==> config.mk <==
export PLATFORM = sky130hd
export DESIGN_NAME = updown_mod_counter
export DESIGN_NICKNAME = d
export VERILOG_FILES = /design/src/rtl/updown_mod_counter.sv
export SDC_FILE = /design/constraint.sdc
export NUM_CORES = 1
export LEC_CHECK = 0
export CORE_MARGIN = 2
export CORE_UTILIZATION = 46
export DETAILED_ROUTE_END_ITERATION = 6
export MAX_ROUTING_LAYER = met4
export PLACE_DENSITY_LB_ADDON = 0.05
export SLEW_MARGIN = 25
export SYNTH_ARGS = -nofsm -noshare
export SYNTH_HDL_FRONTEND = slang
export SYNTH_SLANG_ARGS = --single-unit
export TNS_END_PERCENT = 1
==> constraint.sdc <==
create_clock -name clk -period 3.2 [get_ports clk]
set_input_delay 0.64 -clock clk [delete_from_list [all_inputs] [get_ports clk]]
set_output_delay 0.64 -clock clk [all_outputs]
set_load 0.005 [all_outputs]
==> src/rtl/updown_mod_counter.sv <==
// updown_mod_counter: prescaled up/down counter over the range 0..limit.
//
// Parameters
//   WIDTH    counter width in bits (2..32)
//   PRESCALE enabled cycles per count step (1..256)
//   SATURATE 0 = wrap at the boundary, 1 = hold at the boundary
//
// Ports
//   clk      rising-edge clock
//   rst      asynchronous active-high reset
//   en       count enable; the prescaler only advances while en=1
//   up       direction: 1 = increment, 0 = decrement
//   clear    synchronous clear (highest priority)
//   load     synchronous load of min(load_val, limit)
//   load_val value captured on load
//   limit    inclusive upper bound of the count range
//   count    registered counter value
//   tc       registered one-cycle terminal-count pulse
module updown_mod_counter #(
  parameter int WIDTH    = 8,
  parameter int PRESCALE = 1,
  parameter int SATURATE = 0
) (
  input  logic             clk,
  input  logic             rst,
  input  logic             en,
  input  logic             up,
  input  logic             clear,
  input  logic             load,
  input  logic [WIDTH-1:0] load_val,
  input  logic [WIDTH-1:0] limit,
  output logic [WIDTH-1:0] count,
  output logic             tc
);

  // A one-bit prescaler is kept even for PRESCALE=1; it then stays at 0 and
  // every enabled edge is a tick.
  localparam int PW = (PRESCALE > 1) ? $clog2(PRESCALE) : 1;
  localparam logic [PW-1:0] PSC_LAST = PW'(PRESCALE - 1);

  logic [PW-1:0]    psc, psc_nxt;
  logic [WIDTH-1:0] count_nxt;
  logic             tc_nxt;
  logic             tick;

  assign tick = en && (psc == PSC_LAST);

  always_comb begin
    count_nxt = count;
    psc_nxt   = psc;
    tc_nxt    = 1'b0;
    if (clear) begin
      count_nxt = '0;
      psc_nxt   = '0;
    end else if (load) begin
      count_nxt = (load_val > limit) ? limit : load_val;
      psc_nxt   = '0;
    end else if (en) begin
      psc_nxt = tick ? '0 : psc + PW'(1);
      if (tick) begin
        if (up) begin
          if (count < limit) begin
            count_nxt = count + WIDTH'(1);
          end else begin
            // Boundary reached (or count above a lowered limit).
            count_nxt = (SATURATE != 0) ? limit : '0;
            tc_nxt    = 1'b1;
          end
        end else begin
          if (count > limit) begin
            // Limit was lowered under us: snap into range, no pulse.
            count_nxt = limit;
          end else if (count == '0) begin
            count_nxt = (SATURATE != 0) ? '0 : limit;
            tc_nxt    = 1'b1;
          end else begin
            count_nxt = count - WIDTH'(1);
          end
        end
      end
    end
  end

  always_ff @(posedge clk or posedge rst) begin
    if (rst) begin
      count <= '0;
      psc   <= '0;
      tc    <= 1'b0;
    end else begin
      count <= count_nxt;
      psc   <= psc_nxt;
      tc    <= tc_nxt;
    end
  end

endmodule
Yosys cells after proc, flatten, opt, wreduce, memory -nomap -nowiden:

Index checks and enable logic that the tools add are counted.

* reductions and logical operators: 5
* bitwise gates (word level): 1
* $add $sub $neg: 3
* mux-type cells: 21
* order comparisons: 3

Operator list (count)
* 8-bit 2-to-1 mux: 9
* 8-bit > comparator: 2
* 1-bit 2-to-1 mux: 12
* 8-bit by 1-bit adder with 8-bit output (second input constant): 1
* 8-bit zero test: 1
* 8-bit < comparator: 1
* 8-bit by 1-bit subtractor with 8-bit output (second input constant): 1
* 3-bit nonzero test: 2
* 2-bit AND reduction: 1
* 1-bit adder (second input constant): 1
* 1-bit logical AND: 1
* 1-bit NOT: 1

* output and inout bits: 9
* register bits after elaboration: 10

Longest topological paths before layout:

* word-level depth: 8
* mapped depth: 9

Worst setup path before layout:

No wires, ideal clock.

* kind: in2reg
* start point: in limit[3]
* end point: reg count[7]
* setup time: 0.143 ns
* buffers on the path: 1
* setup slack: 0.693 ns
* stages on the path: 9
* arrival: 2.364 ns
* path through: inv_1 ha_1 and3_1 a221o_1 a21o_1 clkbuf_1 a211o_1 a32oi_1 a41oi_1

* word-level cells in the longest chain between the ends: 7
* elaborated cells between the ends (all ways): 11
* classes of those cells: order compare: 3; mux: 8

RTL lines
* start: declaration: line 31 `input logic [WIDTH-1:0] limit,`
* 8-bit > comparator or 8-bit < comparator (tied branches): line 70, 62
* 8-bit 2-to-1 mux, on equally long branches: line 70, 62
* 8-bit 2-to-1 mux: line 61 `if (up) begin`
* 8-bit 2-to-1 mux: line 60 `if (tick) begin`
* 8-bit 2-to-1 mux: line 58 `end else if (en) begin`
* 8-bit 2-to-1 mux (*): line 55 `end else if (load) begin`
* 8-bit 2-to-1 mux (*): line 52 `if (clear) begin`
* end signal: assignment: line 90 `count <= count_nxt;`
* end: declaration: line 32 `output logic [WIDTH-1:0] count,`

Mark *: on every way between the ends. The rest lies on a longest branch, timed or not. The select of a mux whose other input is x is not followed.
A chain may end at the register's enable or synchronous reset.

Worst setup path after layout:

* start point: in limit[1]
* end point: reg count[3]

Same word-level chain as after synthesis.

==> impl.org <==
** Yosys
- Total standard cell area after synthesis :: about 1400 um2
- The synthesized design contains 10 register bits.
- Main flop type after synthesis :: sky130_fd_sc_hd__dfrtp_1
- The biggest area contributor in the post-synthesis netlist is sky130_fd_sc_hd__dfrtp_1.
- The average instance in the mapped netlist occupies 7.66 um2.
- Counting distinct cell types in the post-synthesis netlist gives 40.
- Yosys printed 0 warnings.
- Count of flip-flops with a built-in enable after synthesis :: 0
- The number of nets handed over by synthesis was 230.
- After synthesis, the cell types taking the most area are sky130_fd_sc_hd__dfrtp_1 17%, sky130_fd_sc_hd__ha_1 16%, sky130_fd_sc_hd__nor2_1 6.5%.
- Of the synthesized area, sequential elements account for 0.173.
- Share of the synthesized area in the top cell type :: 0.173
- Counting every instance in the synthesized netlist gives 189.
- Of all flip-flops after synthesis, the portion carrying an async set or reset was 1.00.

** Detailed routing
- # DRC :: 0
- The pre-antenna-repair detailed-routing pass consisted of 4 iterations.
- The final layout contains routed wiring with a total length of 4240 um.
- After detailed routing, no signal wire sits above met4.
- After detailed routing, the number of vias per cell comes to between 5 and 6.
- The count of nets left with antenna violations once routing finished came out at 0.
- The detailed router placed roughly 1600 vias in this run.
- The detailed router put a total of 1880 um of wire on met1.
- In this run, the number of DRC markers left after iteration 0 of detailed routing was a little over 70.
- The routed design uses 241 um of met3 wire.
- After detailed routing, the average wire length per cell comes to 16.1 um.
- Detailed routing placed a total of 2020 um of wire on met2.

** Floorplan
- The die covers 3610 um2.
- Die W :: roughly 60 um
- In this run the vertical extent of the chip is between 60 and 70 um.
- For this configuration, the core starts out at a cell density of 0.478.
- 31 I/O pins were placed.
- Floorplan core area :: around 3000 um2
- The initialized floorplan defines 20 standard-cell rows.

** Worst setup path
- Along the worst path, the maximum fanout reaches 9.
- Endpoint kind of the worst setup timing path :: register
- The critical path is of the input pin to register type.
- Startpoint Class :: input pin
- Critical Path RT :: 3.33 ns
- Cell breakdown of the critical path :: clkdlybuf4s50_1 -> inv_1 -> ha_1 -> and3_1 -> a221o_1 -> a21o_1 -> and2_1 -> o311ai_0 -> a22oi_1
- Delay of the slowest critical-path stage :: between 0.4 and 0.5 ns
- Arrival time at the worst endpoint :: 3.09 ns
- Cell with the largest stage delay on the worst path :: sky130_fd_sc_hd__clkdlybuf4s50_1

** Power
- Power Density :: 348 nW/um2
- Of the total power, the share spent switching nets is 0.393.
- Worst VDD drop :: 0.000244 V
- Summed over all cells, the static leakage comes to just over 0.0008 uW.
- The share of total power dissipated in sequential elements is 0.273.
- Sw Pwr :: 250 uW
- Clock Power Share :: 0.180
- The internal portion of the total power is 387 uW.
- Logic pwr share :: 0.547

** Run
- The tool flagged a number of max-cap violations equal to 0.

** Timing
- Setup violations remaining at the end of the flow were counted as 0.
- Setup repair after global routing missed its margin :: no
- The number of hold violations in the final report is 0.
- Subtracting the final worst setup slack from the clock period gives 2.96 ns.
- Transition time at the pin with the least slew margin :: between 0.4 and 0.5 ns
- Maximum frequency from static timing analysis :: 0.338 GHz
- The count of final max-slew check failures was 0.
- Post-Route Skew :: 0.00599 ns
- The worst pin sits at a relative slew slack of 0.689.
- Across all hold checks on the routed design, the worst slack comes to approximately 0.54 ns.
- Adding up every negative setup slack in the final design gives 0 ns.
- Period utilisation layout :: 0.925

** Clock network
- Clock-pin transition on the worst setup and hold timing paths :: about 0.070 ns
- In this run, CTS created clock tree buffers numbering 3.
- After clock tree synthesis, the repair step resized 0 gates.
- In this run the deepest clock path goes through 2 buffers.
- Clk Latency, worst-skew pair :: approximately 0.27 ns
- CTS built an H-tree with a depth of 1.
- Clock root buffer :: sky130_fd_sc_hd__clkbuf_4
- Clock net sink count :: 10
- Number of buffers added to fix hold violations after cts :: 0
- Post-CTS Setup Repair Bufs :: 0
- CTS tree :: built

** Global routing
- Vias in the first global route :: 1489
- The number of antenna violations at the first check in global routing was 0.
- Global-route wire length before repair :: 7110 um
- Global routing finished with a remaining overflow of 0.
- In the global route stage, overall resource usage came out at 0.269.
- Largest net degree at the start of global routing :: 19

** Layout
- The sequential cells in the finished layout cover a total of 250 um2.
- Once layout is complete, the utilization of the core stands at 0.606.
- Fraction of layout instances using a drive strength above 1 :: 0.0685
- Compared with the post-synthesis result, the final layout area differs by 26.7%.
- Counting the fill cells in the layout gives ~280.
- In the final design database the tool counted around 260 nets.
- In the final layout, the multi-input gates occupy around 1100 um2.
- 0 antenna diodes ended up in the layout.

** Status
- The run finished with clean final reports.

** Placement
- Routability-driven placement finished with a final weighted congestion of 0.915.
- During placement, the flow inserted port buffers numbering 30.
- Estimated wirelength of the detail-placed design :: 3280 um

** Min path
- Path class of the lowest-slack min-delay path :: register to register
stage by stage:
step                total power, uW  setup slack [ns]  instance area, um2  instances
finish                          637             0.238                1830        263
global route                    689             0.123                1830        263
CTS                             639             0.240                1830        263
detailed placement              520           -0.0465                1800        259
global placement                512            0.0165                1800        259
floorplan                       401             0.693                1450        189
worst paths after layout:
kind                       endpoint  depth (start not counted)  startpoint  slack (ns)
setup / recovery           count[3]                          9    limit[1]        0.24
hold / removal                  psc                          1         psc        0.54
setup reg to reg           count[1]                          6    count[4]        0.81
hold reg to reg                 psc                          1         psc        0.54
max in group asynchronous  count[4]                          2         rst        2.22
min in group asynchronous       psc                          2         rst        0.67
placed cells by master, fill, tap and decap left out, types with 2 or more instances in the layout:
master and instances:
sky130_fd_sc_hd__clkdlybuf4s50_1 30, sky130_fd_sc_hd__nor2_1 25, sky130_fd_sc_hd__ha_1 19, sky130_fd_sc_hd__inv_1 13
sky130_fd_sc_hd__nand2_1 13, sky130_fd_sc_hd__a21oi_1 12, sky130_fd_sc_hd__dfrtp_1 10, sky130_fd_sc_hd__buf_4 9
sky130_fd_sc_hd__nand4_1 8, sky130_fd_sc_hd__mux2i_1 8, sky130_fd_sc_hd__a221oi_1 6, sky130_fd_sc_hd__nor3_1 5
sky130_fd_sc_hd__xnor2_1 5, sky130_fd_sc_hd__nand3_1 5, sky130_fd_sc_hd__o21ai_0 5, sky130_fd_sc_hd__nor2b_1 3
sky130_fd_sc_hd__and2_1 3, sky130_fd_sc_hd__a21o_1 3, sky130_fd_sc_hd__a211o_1 3, sky130_fd_sc_hd__a32oi_1 3
sky130_fd_sc_hd__o311ai_0 3, sky130_fd_sc_hd__xor2_1 3, sky130_fd_sc_hd__a22oi_1 3, sky130_fd_sc_hd__clkbuf_4 3
sky130_fd_sc_hd__nor3b_1 2, sky130_fd_sc_hd__a41oi_1 2
cells by family after synthesis:
| logic type | count (synthesis) | synth area share |
|---|---|---|
| DFF | 10 | 0.173 |
| AOI/OAI and AO/OA | 46 | 0.225 |
| adders and majority gates | 19 | 0.164 |
| buffers and inverters | 26 | 0.0838 |
| xor gates and xnor gates | 8 | 0.0484 |
| and+or+nand+nor | 72 | 0.251 |
| muxes | 8 | 0.0553 |
synth_stat cells (2+ instances only):
library cell               number
sky130_fd_sc_hd__and2_1         3
sky130_fd_sc_hd__a221oi_1       6
sky130_fd_sc_hd__a41oi_1        2
sky130_fd_sc_hd__nor2_1        25
sky130_fd_sc_hd__xnor2_1        5
sky130_fd_sc_hd__a21oi_1       12
sky130_fd_sc_hd__nand2_1       13
sky130_fd_sc_hd__nor3b_1        2
sky130_fd_sc_hd__nor2b_1        3
sky130_fd_sc_hd__xor2_1         3
sky130_fd_sc_hd__nor3_1         5
sky130_fd_sc_hd__o21ai_0        5
sky130_fd_sc_hd__mux2i_1        8
sky130_fd_sc_hd__a22oi_1        3
sky130_fd_sc_hd__o311ai_0       3
sky130_fd_sc_hd__nand4_1        8
sky130_fd_sc_hd__a211o_1        3
sky130_fd_sc_hd__dfrtp_1       10
sky130_fd_sc_hd__ha_1          19
sky130_fd_sc_hd__clkbuf_1       9
sky130_fd_sc_hd__inv_1         13
sky130_fd_sc_hd__nand3_1        5
sky130_fd_sc_hd__a21o_1         3
sky130_fd_sc_hd__a32oi_1        3
sky130_fd_sc_hd__buf_6          3
per-layer routing:
layer,GRT usage,vias up
met5,-,-
met4,0.0730,0
met3,0.0498,10
met2,0.441,67
met1,0.338,740
li1,-,759
worst max-delay path: cells and delay by family:
kind,cells,cell delay [ns]
buf+inv,2,0.52
fa+ha+maj,1,0.28
compound gates,4,1.21
simple gates,2,0.44
registers in the layout, summed over array words and instances, names as in the netlist:
name and cells:
tc 1, psc 1, count 8
cell type report:
cell class	count	share of cell area
Timing Repair Buffer	39	0.201
Inverter	13	0.0266
Clock buffer	4	0.0198
Sequential cell	10	0.136
Multi-Input combinational cell	153	0.587
Tap cell	44	0.0300
power by group through the flow:
| stage | sequential, uW | combinational [uW] | clock (uW) |
|---|---|---|---|
| after floorplan | 160 | 241 | 0 |
| after global placement | 175 | 337 | 0 |
| after detailed placement | 176 | 344 | 0 |
| after CTS | 173 | 347 | 118 |
| after global routing | 178 | 386 | 126 |
| final | 174 | 348 | 115 |
No activity file was read; power rests on OpenSTA's default activity.
